$ cat config.mk
export PLATFORM = sky130hd
export DESIGN_NAME = bus_dev_endpoint
export DESIGN_NICKNAME = d
export VERILOG_FILES = /design/src/rtl/bus_dev_endpoint.sv
export SDC_FILE = /design/constraint.sdc
export NUM_CORES = 1
export LEC_CHECK = 0
export ABC_AREA = 0
export CAP_MARGIN = 20
export CORE_UTILIZATION = 30
export CTS_BUF_LIST = sky130_fd_sc_hd__clkbuf_4 sky130_fd_sc_hd__clkbuf_8
export DETAILED_ROUTE_END_ITERATION = 16
export GPL_TIMING_DRIVEN = 0
export SYNTH_ARGS = -nofsm -noshare
export SYNTH_HDL_FRONTEND = slang
export SYNTH_SLANG_ARGS = --single-unit
$ cat constraint.sdc
create_clock -name clk -period 8.43 [get_ports clk]
set_clock_uncertainty 0.2 [all_clocks]
set_input_delay 1.686 -clock clk [delete_from_list [all_inputs] [get_ports clk]]
set_output_delay 1.686 -clock clk [all_outputs]
set_load 0.02 [all_outputs]
$ cat src/rtl/bus_dev_endpoint.sv
// bus_dev_endpoint: device-side end of the bs_gnrtr_n_rbtr bus.
// A show-ahead TX FIFO feeds host packets to the bus (pndng/D_pop/pop).
// A show-ahead RX FIFO captures bus deliveries (push/D_push) that pass the
// destination filter, and the host drains it (rd_en/rd_data).
module bus_dev_endpoint #(
  parameter int       pckg_sz   = 16,
  parameter int       depth     = 8,
  parameter logic [7:0] id      = 8'd0,
  parameter logic [7:0] broadcast = 8'hFF,
  parameter bit       rx_filter = 1'b1
) (
  input  logic                       clk,
  input  logic                       reset,
  input  logic                       wr_en,
  input  logic [pckg_sz-1:0]         wr_data,
  output logic                       tx_full,
  output logic [$clog2(depth):0]     tx_count,
  output logic                       pndng,
  output logic [pckg_sz-1:0]         D_pop,
  input  logic                       pop,
  input  logic                       push,
  input  logic [pckg_sz-1:0]         D_push,
  input  logic                       rd_en,
  output logic [pckg_sz-1:0]         rd_data,
  output logic                       rx_empty,
  output logic [$clog2(depth):0]     rx_count,
  output logic                       tx_ovf,
  output logic                       rx_ovf,
  output logic                       pop_err,
  output logic [7:0]                 rx_drops
);

  localparam int aw = $clog2(depth);
  localparam int cw = aw + 1;
  localparam logic [cw-1:0] full_cnt = cw'(depth);

  logic [pckg_sz-1:0] tx_mem [depth];
  logic [pckg_sz-1:0] rx_mem [depth];
  logic [aw-1:0]      tx_wp, tx_rp, rx_wp, rx_rp;

  logic       tx_do_pop, tx_do_wr;
  logic       rx_match, rx_accept, rx_reject, rx_do_rd, rx_do_wr;
  logic [7:0] rx_dest;

  // Decode which strobes actually take effect this cycle, from registered counts
  always_comb begin
    tx_do_pop = pop && (tx_count != '0);
    tx_do_wr  = wr_en && ((tx_count != full_cnt) || tx_do_pop);
    rx_dest   = D_push[pckg_sz-1 -: 8];
    rx_match  = !rx_filter || (rx_dest == id) || (rx_dest == broadcast);
    rx_accept = push && rx_match;
    rx_reject = push && !rx_match;
    rx_do_rd  = rd_en && (rx_count != '0);
    rx_do_wr  = rx_accept && ((rx_count != full_cnt) || rx_do_rd);
  end

  // Status and data outputs come only from registered counts, pointers and memory
  always_comb begin
    pndng    = (tx_count != '0);
    tx_full  = (tx_count == full_cnt);
    D_pop    = pndng ? tx_mem[tx_rp] : '0;
    rx_empty = (rx_count == '0);
    rd_data  = rx_empty ? '0 : rx_mem[rx_rp];
  end

  // Packet storage; contents are left unreset because outputs are masked when empty
  always_ff @(posedge clk) begin
    if (tx_do_wr && !reset) tx_mem[tx_wp] <= wr_data;
    if (rx_do_wr && !reset) rx_mem[rx_wp] <= D_push;
  end

  // TX pointers, occupancy and error flags; a full-FIFO write+pop reuses the slot just retired
  always_ff @(posedge clk) begin
    if (reset) begin
      tx_wp    <= '0;
      tx_rp    <= '0;
      tx_count <= '0;
      tx_ovf   <= 1'b0;
      pop_err  <= 1'b0;
    end else begin
      if (tx_do_wr)  tx_wp <= tx_wp + 1'b1;
      if (tx_do_pop) tx_rp <= tx_rp + 1'b1;
      case ({tx_do_wr, tx_do_pop})
        2'b10:   tx_count <= tx_count + 1'b1;
        2'b01:   tx_count <= tx_count - 1'b1;
        default: tx_count <= tx_count;
      endcase
      if (wr_en && !tx_do_wr)       tx_ovf  <= 1'b1;
      if (pop && (tx_count == '0))  pop_err <= 1'b1;
    end
  end

  // RX pointers, occupancy, overflow flag and saturating filtered-packet counter
  always_ff @(posedge clk) begin
    if (reset) begin
      rx_wp    <= '0;
      rx_rp    <= '0;
      rx_count <= '0;
      rx_ovf   <= 1'b0;
      rx_drops <= 8'd0;
    end else begin
      if (rx_do_wr) rx_wp <= rx_wp + 1'b1;
      if (rx_do_rd) rx_rp <= rx_rp + 1'b1;
      case ({rx_do_wr, rx_do_rd})
        2'b10:   rx_count <= rx_count + 1'b1;
        2'b01:   rx_count <= rx_count - 1'b1;
        default: rx_count <= rx_count;
      endcase
      if (rx_accept && !rx_do_wr) rx_ovf <= 1'b1;
      if (rx_reject && (rx_drops != 8'hFF)) rx_drops <= rx_drops + 8'd1;
    end
  end

endmodule

# After elaboration in Yosys (flattened, before gate mapping)
# Memory sizes are Yosys's and may differ from the RTL's. A register that Yosys moved wholly into a read port is not among the register bits.
# Index checks and enable logic that the tools add are counted.
# classes
n_addsub	9
n_eq_ne	9
n_mux	12
n_reduce_logical	26
# op_table
op	count
$mux 16	2
$pmux 4 s2	2
$add 3x1->3 const B	4
$logic_and 1x1->1	12
$mux 3	4
$add 4x1->4 const B	2
$add 8x1->8 const B	1
$eq 8x8->1 const B	1
$logic_not 4->1	2
$logic_not 8->1	1
$ne 4x4->1 const B	2
$ne 8x8->1 const B	1
$reduce_bool 4->1	2
$sub 4x1->4 const B	2
$eq 2x1->1 const B	2
$eq 2x2->1 const B	2
$eq 4x4->1 const B	1
$logic_not 1->1	4
$mux 1	4
$reduce_bool 2->1	2
$logic_or 1x1->1	3
# totals
regBits	31
mem_bits_rw	256
inputBits	38
out_inout_bits	54
word_cells	68
n_memories	2
# memory_table
name	depth	width	rd	rd_ports_with_merged_regs	wr	line_no	rtl
rx_mem	8	16	1	1	1	38	logic [pckg_sz-1:0] rx_mem [depth];
tx_mem	8	16	1	1	1	37	logic [pckg_sz-1:0] tx_mem [depth];

# Logic depth before layout (Yosys ltp)
# depth
word_depth	7
depth_mapped	13
mapped_depth_nobuf	12

# Worst setup path after synthesis
# OpenSTA, ideal clock, no wires.
# synth_timing
kind	input to register
startpoint	input port D_push[12]
endpoint	memory rx_mem[0][0] (enable)
setup_time_ns	0.430
arrival_ns	4.458
required_time_ns	7.800
path_slack_ns	3.342
path_stages	5
n_path_buf	0
path_cell_list	or4_4 > nor2_8 > o21ai_4 > or3_4 > nor4_1
# synth_between
elab_chain_len	7
elab_cells_between_ends	8
cone_classes	eq/ne (1); mux (2); reduce/logical (5)
# synth_rtl
item	line_no	rtl
start, declared	22	input logic [pckg_sz-1:0] D_push,
$eq 8x8->1 / $logic_not 8->1 (equally long branches)	50	rx_match = !rx_filter || (rx_dest == id) || (rx_dest == broadcast);
$logic_or 1x1->1 (*)	50	
$logic_and 1x1->1 (*)	51	rx_accept = push && rx_match;
$logic_and 1x1->1 (*)	54	rx_do_wr = rx_accept && ((rx_count != full_cnt) || rx_do_rd);
$logic_and 1x1->1 (*)	69	if (rx_do_wr && !reset) rx_mem[rx_wp] <= D_push;
$mux 1 (*)	69	
$mux 1 (implied by the code) (*)	69	
end, declared	38	
# Mark *: on every way between the ends. The rest lies on a longest branch, timed or not.

==> run_results.csv <==
group,metric,value,unit
run_status,status,"complete, no violations",
setup_path,path_buf_inv,3,
yosys,synth_ff_type,"edfxtp_1",
route,totalWireLength,25.2,mm
setup_path,path_max_fanout,10,
sta,post-route-period-util,0.597,
clock_tree,clk_pin_slew_worst_paths,0.05,ns
die,die_h,200,um
setup_path,startpoint_type,"flop",
die,ios,92,
route,first_pass_iters,4,
die,die_area,39800,um^2
power_and_ir_drop,report.power.total,4.12,mW
route,ant_nets,0,
placed_design,hpwl,16.7,mm
final_layout,layout_commonest_cell,"edfxtp_1",
power_and_ir_drop,power_leakage,4.65,nW
worst_hold_path,min_to,"rx_rp[1]",
worst_hold_path,min_delay_path_depth,2,
setup_path,reg2reg_setup_slack,5.55,ns
final_layout,final_cell_mix,"edfxtp_1 (256), clkdlybuf4s50_1 (89), nor2_1 (67)",
global_route,antenna_found_initial,0,
die,design.core.area,38000,um^2
clock_tree,cts_max_path_buffers,3,
sta,tightest_slew,0.901,ns
sta,setup_violations,0,
final_layout,register_area,8430,um^2
final_layout,n_fill_cell,3558,
final_layout,syn_to_final_growth,24.5,%
setup_path,ff2ff_path_depth,10,
sta,hold_violations,0,
yosys,ys_types,52,
clock_tree,clock-sinks,293,
yosys,syn_inst,646,
power_and_ir_drop,p_per_area,283,nW/um^2
final_layout,multiInputGateArea,3190,um^2
sta,slew_viol_final,0,
final_layout,layout-drive-gt1-share,0.239,
yosys,syn_nets,695,
global_route,grt_pass1_wl,38.2,mm
placed_design,portBuffers,89,
sta,min_period,5.03,ns
yosys,syn-mean-instance-area,18.1,um^2
yosys,yosys_warnings,0,
sta,fin_tns_setup,0,ns
route,drtIter0Drc,309,
global_route,grt_max_degree,16,
worst_hold_path,hp-start,"rx_rp[1]",
die,die_w,200,um
clock_tree,cts_made_buffers,50,
yosys,async_flop_share,0,
route,vias,6236,
setup_path,slowest_stage,"clkbuf_1",
clock_tree,cts_setup_buffers,0,
global_route,grtUsageTotal,0.130,
clock_tree,cts_resized,0,
final_layout,antennaDiodeCount,0,
clock_tree,ctsHoldBuffers,0,
run,cap_violations,0,
setup_path,r2r-end,"rx_count[2]",
final_layout,finalNonFillerCells,1361,
worst_hold_path,min_path_type,"flop to flop",
global_route,grt_pass1_vias,6470,
setup_path,slowest_delay,0.74,ns
setup_path,r2r_start,"rx_count[0]",
yosys,synth_enable_flop_cells,256,
sta,slew_headroom,0.399,
yosys,seq_area_frac_synth,0.720,
final_layout,nets,858,
route,drc,0,
placed_design,dp.cells,1268,
setup_path,required,6.54,ns
route,avgRoutedWirePerCell,18.5,um
yosys,synth_seq_cells,293,
clock_tree,clk_latency,0.58,ns
clock_tree,cts_tree,"built",
clock_tree,root_buffer,"clkbuf_8",
route,vias_per_cell,4.58,
setup_path,cp-end-kind,"primary output",
setup_path,crit_chain,"buf_1 -> clkbuf_1 -> mux2i_1 -> nor2_1 -> clkdlybuf4s50_1",
sta,rsz0062_at_grt,"no",
global_route,gr-total-overflow,0,
setup_path,cp.arrival,3.15,ns
yosys,synthesis.area,11700,um^2
clock_tree,cts_htree_levels,2,
placed_design,gp_congestion,0.765,
sta,fmax,199,MHz
power_and_ir_drop,ir_drop,0.000158,V
die,rows,71,
die,initial_utilization,0.308,
setup_path,worstSetupPathType,"flop to primary output",
setup_path,cp_top_family,"buffers and inverters",
## per-layer routing
layer  share of wire  global-route usage
met5               0                   0
met4           0.022              0.0520
met3           0.056              0.0309
met2            0.48               0.209
met1            0.44               0.168
## flip-flops by register name (all words and copies together), names as in the netlist, named ones only
name / count
rx_count: 4
pop_err: 1
tx_wp: 3
rx_drops: 8
rx_mem: 128
tx_rp: 3
rx_ovf: 1
rx_rp: 3
tx_mem: 128
tx_count: 4
tx_ovf: 1
rx_wp: 3
## cell type report
cell class	count	share of cell area
multi-input cells	311	0.219
repair buffers	111	0.0771
well taps	511	0.0439
inverters	11	0.00283
clock inverters	25	0.0135
plain buffers	31	0.00858
flip-flops and latches	293	0.578
clock buffers	68	0.0569
## logic make-up after synthesis
| kind of cell | share of synthesized area |
|---|---|
| flip-flops | 0.720 |
| AND/OR/NAND/NOR | 0.0665 |
| multiplexers | 0.154 |
| buffers and inverters | 0.0142 |
| AO/OA/AOI/OAI | 0.0197 |
| XOR/XNOR | 0.0127 |
| adder cells (fa/ha/maj) | 0.0130 |
## worst max-delay path by stage
stage                        end  slack, ns  cells past startpoint        start
finish               rd_data[14]       3.40                      5         flop
global route            rx_empty       3.11                      5  rx_count[0]
CTS                     D_pop[6]       3.28                      5         flop
detailed placement  rx_mem[2][6]       3.16                      8   D_push[10]
global placement    rx_mem[0][6]       0.92                      6   D_push[10]
floorplan           rx_mem[0][0]       3.34                      5   D_push[12]
## synth_stat cells, types with 7 or more instances
cell type	instances	area [um^2]
mux2i_1	36	360
nor3_1	7	35.0
nand2_1	21	78.8
inv_1	9	33.8
dfxtp_1	37	741
clkbuf_1	21	78.8
a21oi_1	12	60.1
xor2_1	11	96.3
buf_2	7	35.0
ha_1	9	113
nand3_1	9	45.0
edfxtp_1	256	7690
nor2_1	73	274
mux4_2	64	1440
## per-stage QoR
step | util | area, um^2 | hold WS (ns) | setup WS [ns]
5_1_grt | 0.383 | 14600 | 0.308 | 3.11
6_report | 0.383 | 14600 | 0.285 | 3.40
4_1_cts | 0.383 | 14600 | 0.284 | 3.28
3_3_place_gp | 0.348 | 13200 | 0.268 | 0.920
3_5_place_dp | 0.356 | 13500 | 0.265 | 3.16
2_1_floorplan | - | 11700 | 0.254 | 3.34
## where the power goes
part | switching [mW] | total, mW | leakage (nW) | internal (mW)
registers | 0.0444 | 1.67 | 2.61 | 1.62
logic | 0.617 | 1.16 | 1.49 | 0.539
clock network | 0.563 | 1.30 | 0.545 | 0.734
total | 1.22 | 4.12 | 4.65 | 2.90
## tightest hold or removal path, cell delays in order (launching register included)
cell     delay, ns
dfxtp_1       0.31
nand2_1       0.05
a21oi_1       0.07
(Power assumes the default switching activity.)
